**config.mk**
```make
export PLATFORM = sky130hd
export DESIGN_NAME = debug_clk_div_ctrl
export DESIGN_NICKNAME = d
export VERILOG_FILES = /design/src/rtl/debug_clk_div_ctrl.sv
export SDC_FILE = /design/constraint.sdc
export NUM_CORES = 1
export LEC_CHECK = 0
export BUFFER_PORTS_ARGS = -buffer_cell sky130_fd_sc_hd__buf_2
export CELL_PAD_IN_SITES_DETAIL_PLACEMENT = 0
export CELL_PAD_IN_SITES_GLOBAL_PLACEMENT = 1
export CORE_ASPECT_RATIO = 1.25
export CORE_UTILIZATION = 40
export DETAILED_ROUTE_END_ITERATION = 6
export PLACE_DENSITY_LB_ADDON = 0.1
export REMOVE_ABC_BUFFERS = 1
export SYNTH_ARGS = -nofsm -noshare
export SYNTH_HDL_FRONTEND = slang
export SYNTH_SLANG_ARGS = --single-unit
```
**constraint.sdc**
```tcl
create_clock -name clk_ref -period 3 [get_ports clk_ref]
set_input_delay 0.45 -clock clk_ref [delete_from_list [all_inputs] [get_ports clk_ref]]
set_output_delay 0.45 -clock clk_ref [all_outputs]
set_load 0.01 [all_outputs]
```
**src/rtl/debug_clk_div_ctrl.sv**
```systemverilog
// debug_clk_div_ctrl
// Run-time controller for the debug clock divider. It starts, stops and
// retunes a divided clock (div_clk) derived from clk_ref. A new half-period
// is held in a one-entry buffer and only takes effect on a period boundary,
// so div_clk never produces a runt pulse.
//
// Optional feature: define DEBUG_CLK_DIV_EDGE_CNT_EN to add the 16-bit
// edge_cnt output, which counts rising edges of div_clk since the last start.
module debug_clk_div_ctrl #(
    parameter int CNT_W        = 8,
    parameter int DEFAULT_HALF = 4
) (
    input  logic             clk_ref,
    input  logic             rst,
    input  logic             run_en,
    input  logic [CNT_W-1:0] cfg_half,
    input  logic             cfg_valid,
    output logic             cfg_ready,
    output logic             cfg_err,
    output logic             div_clk,
    output logic             rise_stb,
    output logic             fall_stb,
    output logic             running
`ifdef DEBUG_CLK_DIV_EDGE_CNT_EN
    ,
    output logic [15:0]      edge_cnt
`endif
);

    typedef enum logic [1:0] {
        ST_STOPPED  = 2'd0,
        ST_RUNNING  = 2'd1,
        ST_STOPPING = 2'd2
    } state_t;

    localparam logic [CNT_W-1:0] ONE      = CNT_W'(1);
    localparam logic [CNT_W-1:0] HALF_RST = CNT_W'(DEFAULT_HALF);

    state_t           state;
    state_t           state_nxt;
    logic [CNT_W-1:0] cnt;
    logic [CNT_W-1:0] half;
    logic [CNT_W-1:0] pend_half;
    logic             pend_valid;

    logic active;     // counting (RUNNING or STOPPING)
    logic wrap;       // counter at the last cycle of the current phase
    logic fall_now;   // this edge ends a high phase
    logic stop_low;   // stop requested during a low phase: truncate it
    logic toggle;     // this edge flips div_clk
    logic xfer;       // configuration handshake on this edge
    logic apply;      // pending half-period is loaded on this edge

    // Decode the events the state machine and datapath act on this cycle.
    always_comb begin
        active   = (state != ST_STOPPED);
        wrap     = (cnt == half - ONE);
        fall_now = active && wrap && div_clk;
        stop_low = (state == ST_RUNNING) && !run_en && !div_clk;
        toggle   = active && wrap && !stop_low;
        xfer     = cfg_valid && !pend_valid;
        // A stopped divider retunes at once; a running one only at a fall, so
        // the new value governs the following low phase in full.
        apply    = pend_valid && ((state == ST_STOPPED) || fall_now);
    end

    // State register.
    always_ff @(posedge clk_ref or posedge rst) begin
        if (rst) begin
            state <= ST_STOPPED;
        end else begin
            // NOTE: clocked state uses non-blocking assignments so every
            // register samples the pre-edge values, independent of block order.
            state <= state_nxt;
        end
    end

    // Next-state logic: a stop waits for the high phase to finish so the last
    // high pulse is never shortened.
    always_comb begin
        // NOTE: default first so every path assigns state_nxt; no latch.
        state_nxt = state;
        unique case (state)
            ST_STOPPED: begin
                if (run_en) state_nxt = ST_RUNNING;
            end
            ST_RUNNING: begin
                if (!run_en) begin
                    if (!div_clk || fall_now) state_nxt = ST_STOPPED;
                    else                      state_nxt = ST_STOPPING;
                end
            end
            ST_STOPPING: begin
                if (run_en)        state_nxt = ST_RUNNING;
                else if (fall_now) state_nxt = ST_STOPPED;
            end
            default: state_nxt = ST_STOPPED;
        endcase
    end

    // Output decode from the registered state and buffer flag.
    always_comb begin
        running   = (state != ST_STOPPED);
        cfg_ready = !pend_valid;
    end

    // Phase counter, divided clock and its edge strobes.
    always_ff @(posedge clk_ref or posedge rst) begin
        if (rst) begin
            cnt      <= '0;
            div_clk  <= 1'b0;
            rise_stb <= 1'b0;
            fall_stb <= 1'b0;
        end else begin
            if (!active || stop_low || wrap) cnt <= '0;
            else                             cnt <= cnt + ONE;

            if (!active)     div_clk <= 1'b0;
            else if (toggle) div_clk <= ~div_clk;

            rise_stb <= toggle && !div_clk;
            fall_stb <= toggle && div_clk;
        end
    end

    // Half-period register and the one-entry pending buffer. Apply and a new
    // handshake are exclusive: a handshake needs the buffer empty.
    always_ff @(posedge clk_ref or posedge rst) begin
        if (rst) begin
            half       <= HALF_RST;
            pend_half  <= '0;
            pend_valid <= 1'b0;
            cfg_err    <= 1'b0;
        end else begin
            cfg_err <= xfer && (cfg_half == '0);
            if (apply) begin
                half       <= pend_half;
                pend_valid <= 1'b0;
            end else if (xfer && (cfg_half != '0)) begin
                pend_half  <= cfg_half;
                pend_valid <= 1'b1;
            end
        end
    end

`ifdef DEBUG_CLK_DIV_EDGE_CNT_EN
    // Rising-edge counter: cleared on each start, wraps naturally at 16 bits.
    always_ff @(posedge clk_ref or posedge rst) begin
        if (rst) begin
            edge_cnt <= 16'd0;
        end else if ((state == ST_STOPPED) && run_en) begin
            edge_cnt <= 16'd0;
        end else if (toggle && !div_clk) begin
            edge_cnt <= edge_cnt + 16'd1;
        end
    end
`endif

endmodule

```
==> metrics.txt, run 1 <==
Post-CTS Hold Buffers 0; CTS Buf Count 5; Critical Path Fanout Max 18; Synth-to-Final Area Change 10.4%; Worst Tran Pin Value 628 ps; IO Port Bufs 17; xor/xnor cell area share of the yosys netlist 0.0731; Seq/Total Area, Yosys 0.432; Max Clock Freq 413 MHz; die area 4770 sq um; clock sink count 31; Final Hold Fails 0; post-synthesis mux area share 0.0439; ys flop type dfrtp_1; overflow left after global routing 0; Layout Skew 9.59 ps; via count 1,417; num ports 18; RePlAce Congestion 0.799; simple-gate share of the synthesized area 0.236; # setup viols final 0; max-slew violation count 0; most frequent cells in the layout dfrtp_1, buf_2, nand3_1; initial antenna violation count 0; clk_lat worst skew 280 ps; FF-to-FF path depth 8; first-pass GRT wire length 6.87 mm; Core Area 4200 sq um; Multi-input gate area 926 sq um; Post-synth EDFFs 0; nature of the critical path startpoint register; Adder-Cell Fraction of Synth Area 0.0139; # Post-CTS Setup Buffers 0; Die Height 76.9 um; flops & latches, synth 31; pre-CTS setup slack 642 ps; CP cell instances inv_1 > ha_1 > o21bai_1 > a211oi_1 > o21bai_1 > nand2_1 > and2_4 > nor4b_2; Final Cycle Share 0.807; number of remaining DRC errors 0; post-DP HPWL 2.79 mm; Max stage delay cell, worst path dfrtp_1; Initial Util 0.428; final net count 208; Post-Syn Area 1800 sq um; Worst setup EP type register; Pre-antenna DRT Iters 4; largest family of logic cells by synthesized area simple AND/OR/NAND/NOR gates; cell mode on critical path o21bai_1; Clock transition at path regs 70 ps; WP data required 3190 ps; outcome finished clean; CTS Root Cell clkbuf_8; relative max-transition margin 0.580; Max Cap Viol 0; WHS 230 ps; design area 1980 sq um; leakage 0.892 nW; 1st-iter DRT viols 45; pwr/cell area 537 nW/um^2; Routed Antenna Nets 0; syn avg cell area 10.0 sq um; Vias/cell 5.67; crit path time final 2420 ps; Util after Layout 0.473; Synth Instances 179; Die X 61.9 um; fraction of the mapped netlist area in compound gates 0.148; cts repair resizes 0; CTS tree yes; FF+latch area 777 sq um; Crit path arrival time 2610 ps; CP max stage delay 470 ps; setup tns final 0 ps; Peak VDD IR 0.299 mV; most common cell after layout, fill and taps aside dfrtp_1; Synth cell types 44; Placed Area 1900 sq um; ratio of cells with drive above 1 in the final layout 0.222; Ys Warns 0; htree depth 2; gr usage total 0.192; vias in the first global route 1,344; Diodes inserted 0; setup ws final 578 ps; Worst Hold Class primary input to async pin; largest net degree at the start of global routing 32; DR WL/cell 15.7 um; asr flop ratio synth 1.00; Fill cells 408; row count 26; wirelength, routed 3.94 mm; Crit Path Category register to register; Max clock buf depth 2; RSZ-0062 raised after global routing no
==> stage by stage <==
step,cells,power (mW)
final,250,1.06
after global routing,250,1.12
after CTS,250,1.07
after detailed placement,243,0.740
after global placement,243,0.734
after floorplan,168,0.676
==> final timing paths <==
kind                        startpoint      endpoint  slack [ps]
max in group asynchronous          rst       half[2]        2450
hold reg to reg               state[0]      state[0]         530
setup / recovery               half[0]      rise_stb         580
hold / removal                     rst       half[3]         230
setup reg to reg               half[0]      rise_stb         580
min in group clk_ref       cfg_half[3]  pend_half[3]         410
==> where the power goes <==
group	total, mW	internal [mW]	switching (mW)	leakage (nW)
sequential	0.552	0.472	0.0803	0.379
clock	0.332	0.180	0.152	0.0470
combinational	0.181	0.0909	0.0902	0.466
==> layer usage <==
layer / up-vias / wire length [um] / global-route usage
met5: - / 0 / 0
met4: 0 / 66 / 0.0667
met3: 6 / 119 / 0.0455
met2: 29 / 1940 / 0.288
met1: 705 / 1810 / 0.264
li1: 677 / - / -
==> cells by family (layout without fill, tap and decap cells) <==
family / count (synthesis) / count (layout)
fa+ha+maj: 2 / 2
xor+xnor: 15 / 15
buf+inv: 17 / 32
simple gates: 72 / 72
flops: 31 / 31
compound gates: 35 / 35
mux: 7 / 7
==> flip-flops by register name, indices dropped and copies added, names as in the netlist <==
signal      cells
state           2
div_clk         1
pend_half       8
pend_valid      1
rise_stb        1
half            8
fall_stb        1
cfg_err         1
cnt             8
==> synthesized netlist by cell type (2+ instances only) <==
library cell | count | area (sq um)
a211oi_1 | 2 | 15.0
a21boi_0 | 2 | 15.0
a21oi_1 | 3 | 15.0
a22oi_1 | 8 | 60.1
and2_1 | 2 | 12.5
and3_1 | 13 | 81.3
buf_2 | 3 | 15.0
buf_6 | 3 | 33.8
clkbuf_1 | 4 | 15.0
dfrtp_1 | 30 | 751
ha_1 | 2 | 25.0
inv_1 | 5 | 18.8
mux2_2 | 7 | 78.8
nand2_1 | 11 | 41.3
nand3_1 | 15 | 75.1
nor2_1 | 7 | 26.3
nor2b_1 | 2 | 12.5
nor3_1 | 10 | 50.1
nor4_1 | 2 | 12.5
nor4_4 | 2 | 42.5
o211ai_1 | 6 | 45.0
o21a_1 | 3 | 22.5
o21bai_1 | 2 | 15.0
o311ai_1 | 2 | 17.5
xnor2_1 | 7 | 61.3
xor2_1 | 8 | 70.1
==> worst max-delay path, delay by kind of cell (launching register included) <==
kind | cells | cell delay, ps
DFF | 1 | 470
AOI/OAI and AO/OA | 3 | 520
adders and majority gates | 1 | 280
and+or+nand+nor | 3 | 960
buffers and inverters | 1 | 100
==> cell type report <==
cell class	instances	share of cell area
well taps	56	0.0353
clock buffers	6	0.0416
repair buffers	19	0.0505
multi-input cells	131	0.467
flip-flops and latches	31	0.392
inverters	6	0.0114
clock inverters	1	0.00252
Power figures use the tool's default switching activity.
==> run 2: changes to the inputs <==
Clock period 3 ns to 2.5 ns, I/O delays scaled along.
==> metrics.txt, run 2 (synthesis gave the netlist of run 1 again) <==
Global Route met2 Usage 0.298 (was 0.288); biggest regs cnt: 8 flops, half: 8 flops, pend_half: 8 flops (unchanged); most common cell after layout, fill and taps aside dfrtp_1 (unchanged); Synth-to-Final Area Change 13.7% (was 10.4%); WP data required 2680 ps (was 3190 ps); CTS Root Cell clkbuf_8 (unchanged); Crit Path Category register to register (unchanged); # Post-CTS Setup Buffers 0 (unchanged); Crit path buffers/inverters 1 (unchanged); # setup viols final 0 (unchanged); cts repair resizes 0 (unchanged); Max Cap Viol 0 (unchanged); Max clock buf depth 2 (unchanged); IO Port Bufs 17 (unchanged); number of remaining DRC errors 0 (unchanged); crit path time final 2270 ps (was 2420 ps); Peak VDD IR 0.466 mV (was 0.299 mV); Critical Path Fanout Max 15 (was 18); relative max-transition margin 0.568 (was 0.580); setup ws final 229 ps (was 578 ps); Worst Hold Class primary input to async pin (unchanged); pwr/cell area 685 nW/um^2 (was 537 nW/um^2); pre-CTS setup slack 228 ps (was 642 ps); met1 Use GR 0.247 (was 0.264); wirelength, routed 3.94 mm (about the same); GRT Max-Usage Layer met2 (unchanged); reg2reg setup slack 230 ps (was 580 ps); reg-to-reg endpoint state[1] (was rise_stb); Pre-antenna DRT Iters 4 (unchanged); Vias/cell 5.49 (was 5.67); max-slew violation count 0 (unchanged); nature of the critical path startpoint register (unchanged); CP max stage delay 420 ps (was 470 ps); Final Hold Fails 0 (unchanged); Non-Filler Instances 255 (was 250); Crit path arrival time 2450 ps (was 2610 ps); largest net degree at the start of global routing 32 (unchanged); die area 4770 sq um (unchanged); Max stage delay cell, worst path dfrtp_1 (unchanged); Initial Util 0.428 (unchanged); Critical path origin half[1] (was half[0]); row count 26 (unchanged); first-pass GRT wire length 6.67 mm (was 6.87 mm); via count 1,401 (was 1,417); setup tns final 0 ps (unchanged); vias in the first global route 1,366 (was 1,344); met3 Use GR 0.0455 (unchanged); clock sink count 31 (unchanged); final net count 212 (was 208); Routed Antenna Nets 0 (unchanged); Util after Layout 0.487 (was 0.473); RSZ-0062 raised after global routing no (unchanged); ratio of cells with drive above 1 in the final layout 0.241 (was 0.222); post-DP HPWL 2.80 mm (was 2.79 mm); initial antenna violation count 0 (unchanged); Worst setup EP type register (unchanged); gr usage total 0.189 (was 0.192); most frequent cells in the layout dfrtp_1, buf_2, nand3_1 (unchanged); Worst Tran Pin Value 643 ps (was 628 ps); DR WL/cell 15.5 um (was 15.7 um); htree depth 2 (unchanged); RR Startpoint half[1] (was half[0]); outcome finished clean (unchanged); Post-CTS Hold Buffers 0 (unchanged); 1st-iter DRT viols 70 (was 45); Layout Skew 8.36 ps (was 9.59 ps); leakage 0.925 nW (was 0.892 nW); Top delay family on crit path simple AND/OR/NAND/NOR gates (unchanged); Placed Instances 246 (was 243); num ports 18 (unchanged); clk_lat worst skew 280 ps (about the same); Total Power 1.40 mW (was 1.06 mW); Clock transition at path regs 60 ps (was 70 ps); Core Area 4200 sq um (unchanged); Final Cycle Share 0.908 (was 0.807); Max Clock Freq 440 MHz (was 413 MHz); Die Height 76.9 um (unchanged); Diodes inserted 0 (unchanged); FF-to-FF path depth 8 (unchanged); Die X 61.9 um (unchanged); RePlAce Congestion 0.784 (was 0.799); CTS tree yes (unchanged); overflow left after global routing 0 (unchanged); CTS Buf Count 5 (unchanged); CP cell instances inv_1 > ha_1 > and2_1 > a211oi_1 > o31ai_1 > and3_4 > and2_2 > o41ai_2 (was inv_1 > ha_1 > o21bai_1 > a211oi_1 > o21bai_1 > nand2_1 > and2_4 > nor4b_2)
run 2: cell types whose count changed in the layout (fill, tap and decap cells not counted), sizes merged:
cell / previous run / this run
buf: 19 / 22
and2: 3 / 4
bufinv: 0 / 1
run 2: worst max path at each step:
stage	to	depth (start not counted)	slack, ps
global placement	rise_stb	8	290
global route	state[1]	8	20
floorplan	rise_stb	8	420
detailed placement	rise_stb	8	230
CTS	rise_stb	8	200
finish	state[1]	8	230
run 2: layer usage:
metal,vias to the layer above,share of wire
met5,-,0
met4,0,0.012
met3,6,0.034
met2,30,0.50
met1,676,0.45
li1,689,-
run 2: power by group:
part / internal, mW / switching, mW
Combinational: 0.117 / 0.114
Clock: 0.322 / 0.190
Sequential: 0.566 / 0.0906
Total: 1.01 / 0.395
run 2: area by class of cell:
class	instances	area (sq um)
well taps	56	70.1
multi-input cells	132	933
clock inverters	2	35.0
flip-flops and latches	31	777
inverters	6	22.5
clock buffers	6	82.6
fillers	401	2150
repair buffers	22	123
run 2: through the flow:
stage / hold slack [ps] / area (sq um)
2_1_floorplan: 469 / 1730
3_3_place_gp: 476 / 1920
3_5_place_dp: 485 / 1920
4_1_cts: 173 / 2040
5_1_grt: 208 / 2040
6_report: 157 / 2040
run 2: worst register-to-register path, stage by stage (launching register included):
cell,delay (ps)
dfrtp_1,420
inv_1,80
ha_1,260
and2_1,210
a211oi_1,250
o31ai_1,110
and3_4,250
and2_2,300
o41ai_2,300
==> run 3: changes to the inputs <==
Clock period 2.5 ns to 1.9 ns, I/O delays scaled along.
==> metrics.txt, run 3 (synthesis gave the netlist of run 1 again) <==
outcome finished, violations left (was finished clean); failing checks negative setup slack; Pint 1.32 mW (was 1.01 mW); Clock transition at path regs 60 ps (about the same); wirelength, routed 4.31 mm (was 3.94 mm); IO Port Bufs 17 (unchanged); Core Area 4200 sq um (unchanged); gr usage total 0.210 (was 0.189); htree depth 2 (unchanged); ratio of cells with drive above 1 in the final layout 0.365 (was 0.241); Pre-antenna DRT Iters 4 (unchanged); max-slew violation count 0 (unchanged); vias in the first global route 1,503 (was 1,366); overflow left after global routing 0 (unchanged); pre-CTS setup slack -165 ps (was 228 ps); DR WL/cell 15.5 um (about the same); reg2reg setup slack -30 ps (was 230 ps); most frequent cells in the layout dfrtp_1, buf_4, buf_2 (was dfrtp_1, buf_2, nand3_1); 1st-iter DRT viols 69 (was 70); via count 1,499 (was 1,401); clk_lat worst skew 280 ps (about the same); reg-to-reg endpoint state[1] (unchanged); Max Cap Viol 0 (unchanged); Diodes inserted 0 (unchanged); Final Cycle Share 1.02 (was 0.908); clock sink count 31 (unchanged); row count 26 (unchanged); Critical path origin half[0] (was half[1]); Worst Tran Pin Value 579 ps (was 643 ps); leakage 1.04 nW (was 0.925 nW); Synth-to-Final Area Change 26.5% (was 13.7%); final net count 235 (was 212); post-DP HPWL 3.06 mm (was 2.80 mm); largest net degree at the start of global routing 32 (unchanged); Worst Hold Class primary input to async pin (unchanged); Post-CTS Hold Buffers 0 (unchanged); combinational power share 0.258 (was 0.165); # setup viols final 10 (was 0); Util after Layout 0.542 (was 0.487); CTS Root Cell clkbuf_8 (unchanged); Die Height 76.9 um (unchanged); FF+latch area 777 sq um (unchanged); CTS Buf Count 5 (unchanged); RSZ-0062 raised after global routing yes (was no); FF-to-FF path depth 8 (unchanged); switching power total 0.556 mW (was 0.395 mW); Fill cells 383 (was 401); Peak VDD IR 0.571 mV (was 0.466 mV); WP data required 2080 ps (was 2680 ps); CTS tree yes (unchanged); initial antenna violation count 0 (unchanged); Crit path arrival time 2120 ps (was 2450 ps); sequential power share 0.442 (was 0.469); Clk pwr share 0.300 (was 0.366); num ports 18 (unchanged); Non-Filler Instances 278 (was 255); Sw Share 0.296 (was 0.282); Worst setup EP type register (unchanged); setup ws final -33.6 ps (was 229 ps); Max Clock Freq 517 MHz (was 440 MHz); pwr/cell area 825 nW/um^2 (was 685 nW/um^2); first-pass GRT wire length 7.33 mm (was 6.67 mm); Multi-input gate area 993 sq um (was 933 sq um); nature of the critical path startpoint register (unchanged); Final Hold Fails 0 (unchanged); Initial Util 0.428 (unchanged); Crit Path Category register to register (unchanged); most common cell after layout, fill and taps aside dfrtp_1 (unchanged); RePlAce Congestion 0.753 (was 0.784); die area 4770 sq um (unchanged); Die X 61.9 um (unchanged); Placed Instances 261 (was 246); relative max-transition margin 0.611 (was 0.568); crit path time final 1930 ps (was 2270 ps); Routed Antenna Nets 0 (unchanged); Vias/cell 5.39 (was 5.49); Max clock buf depth 2 (unchanged); Critical Path Fanout Max 7 (was 15); number of remaining DRC errors 0 (unchanged); RR Startpoint half[0] (was half[1]); Layout Skew 1.59 ps (was 8.36 ps); biggest regs cnt: 8 flops, half: 8 flops, pend_half: 8 flops (unchanged)
==> run 3: cell types whose count changed in the layout (fill, tap and decap cells not counted), sizes merged <==
cell    before  now
buf         22   45
bufinv       1    0
clkinv       1    0
clkbuf       6    8
==> run 3: how the worst max path moves through the flow <==
stage | endpoint | cells past startpoint
3_3_place_gp | rise_stb | 8
6_report | state[1] | 8
4_1_cts | state[1] | 8
5_1_grt | half[7] | 8
3_5_place_dp | rise_stb | 9
2_1_floorplan | rise_stb | 8
==> run 3: power by group through the flow <==
stage / combinational, mW / clock, mW / sequential [mW]
after floorplan: 0.225 / 0 / 0.843
after global placement: 0.404 / 0 / 0.829
after detailed placement: 0.417 / 0 / 0.837
after CTS: 0.446 / 0.574 / 0.828
after global routing: 0.532 / 0.606 / 0.841
final: 0.485 / 0.562 / 0.830
==> run 3: routing by layer <==
metal / vias up / routed length [um] / GRT usage
met5: - / 0 / 0
met4: 0 / 83 / 0.0911
met3: 8 / 144 / 0.0455
met1: 714 / 1880 / 0.270
met2: 41 / 2210 / 0.331
li1: 736 / - / -
==> run 3: area by class of cell <==
| type | count | area share |
|---|---|---|
| Inverter | 6 | 0.00991 |
| Clock buffer | 8 | 0.0440 |
| Multi-Input combinational cell | 132 | 0.437 |
| Tap cell | 56 | 0.0308 |
| Sequential cell | 31 | 0.342 |
| Timing Repair Buffer | 45 | 0.136 |
==> run 3: stage by stage <==
stage,TNS [ps],hold WS [ps],power [mW],area (sq um)
floorplan,-2450,379,1.07,1730
global placement,-394,385,1.23,2030
detailed placement,-1790,387,1.25,2030
CTS,-13.5,88.4,1.85,2210
global route,-1610,110,1.98,2270
finish,-227,69.5,1.88,2270
==> run 3: critical path, cell delays in order, from the launching register on <==
cell and delay (ps):
dfrtp_1 390, buf_6 140, or2_4 260, nor4_4 170, xnor2_1 140, and3_4 190, buf_4 140, a311o_1 350
o41ai_2 50
==> run 3: timing repair <==
item | CTS | global route
pin swaps | 8 | 3
cloned | 1 | 0
buffers inserted | 5 | 3
setup endpoints to repair | 21 | 20
hold endpoints to repair | 0 | 0
gates resized for setup | 12 | 7
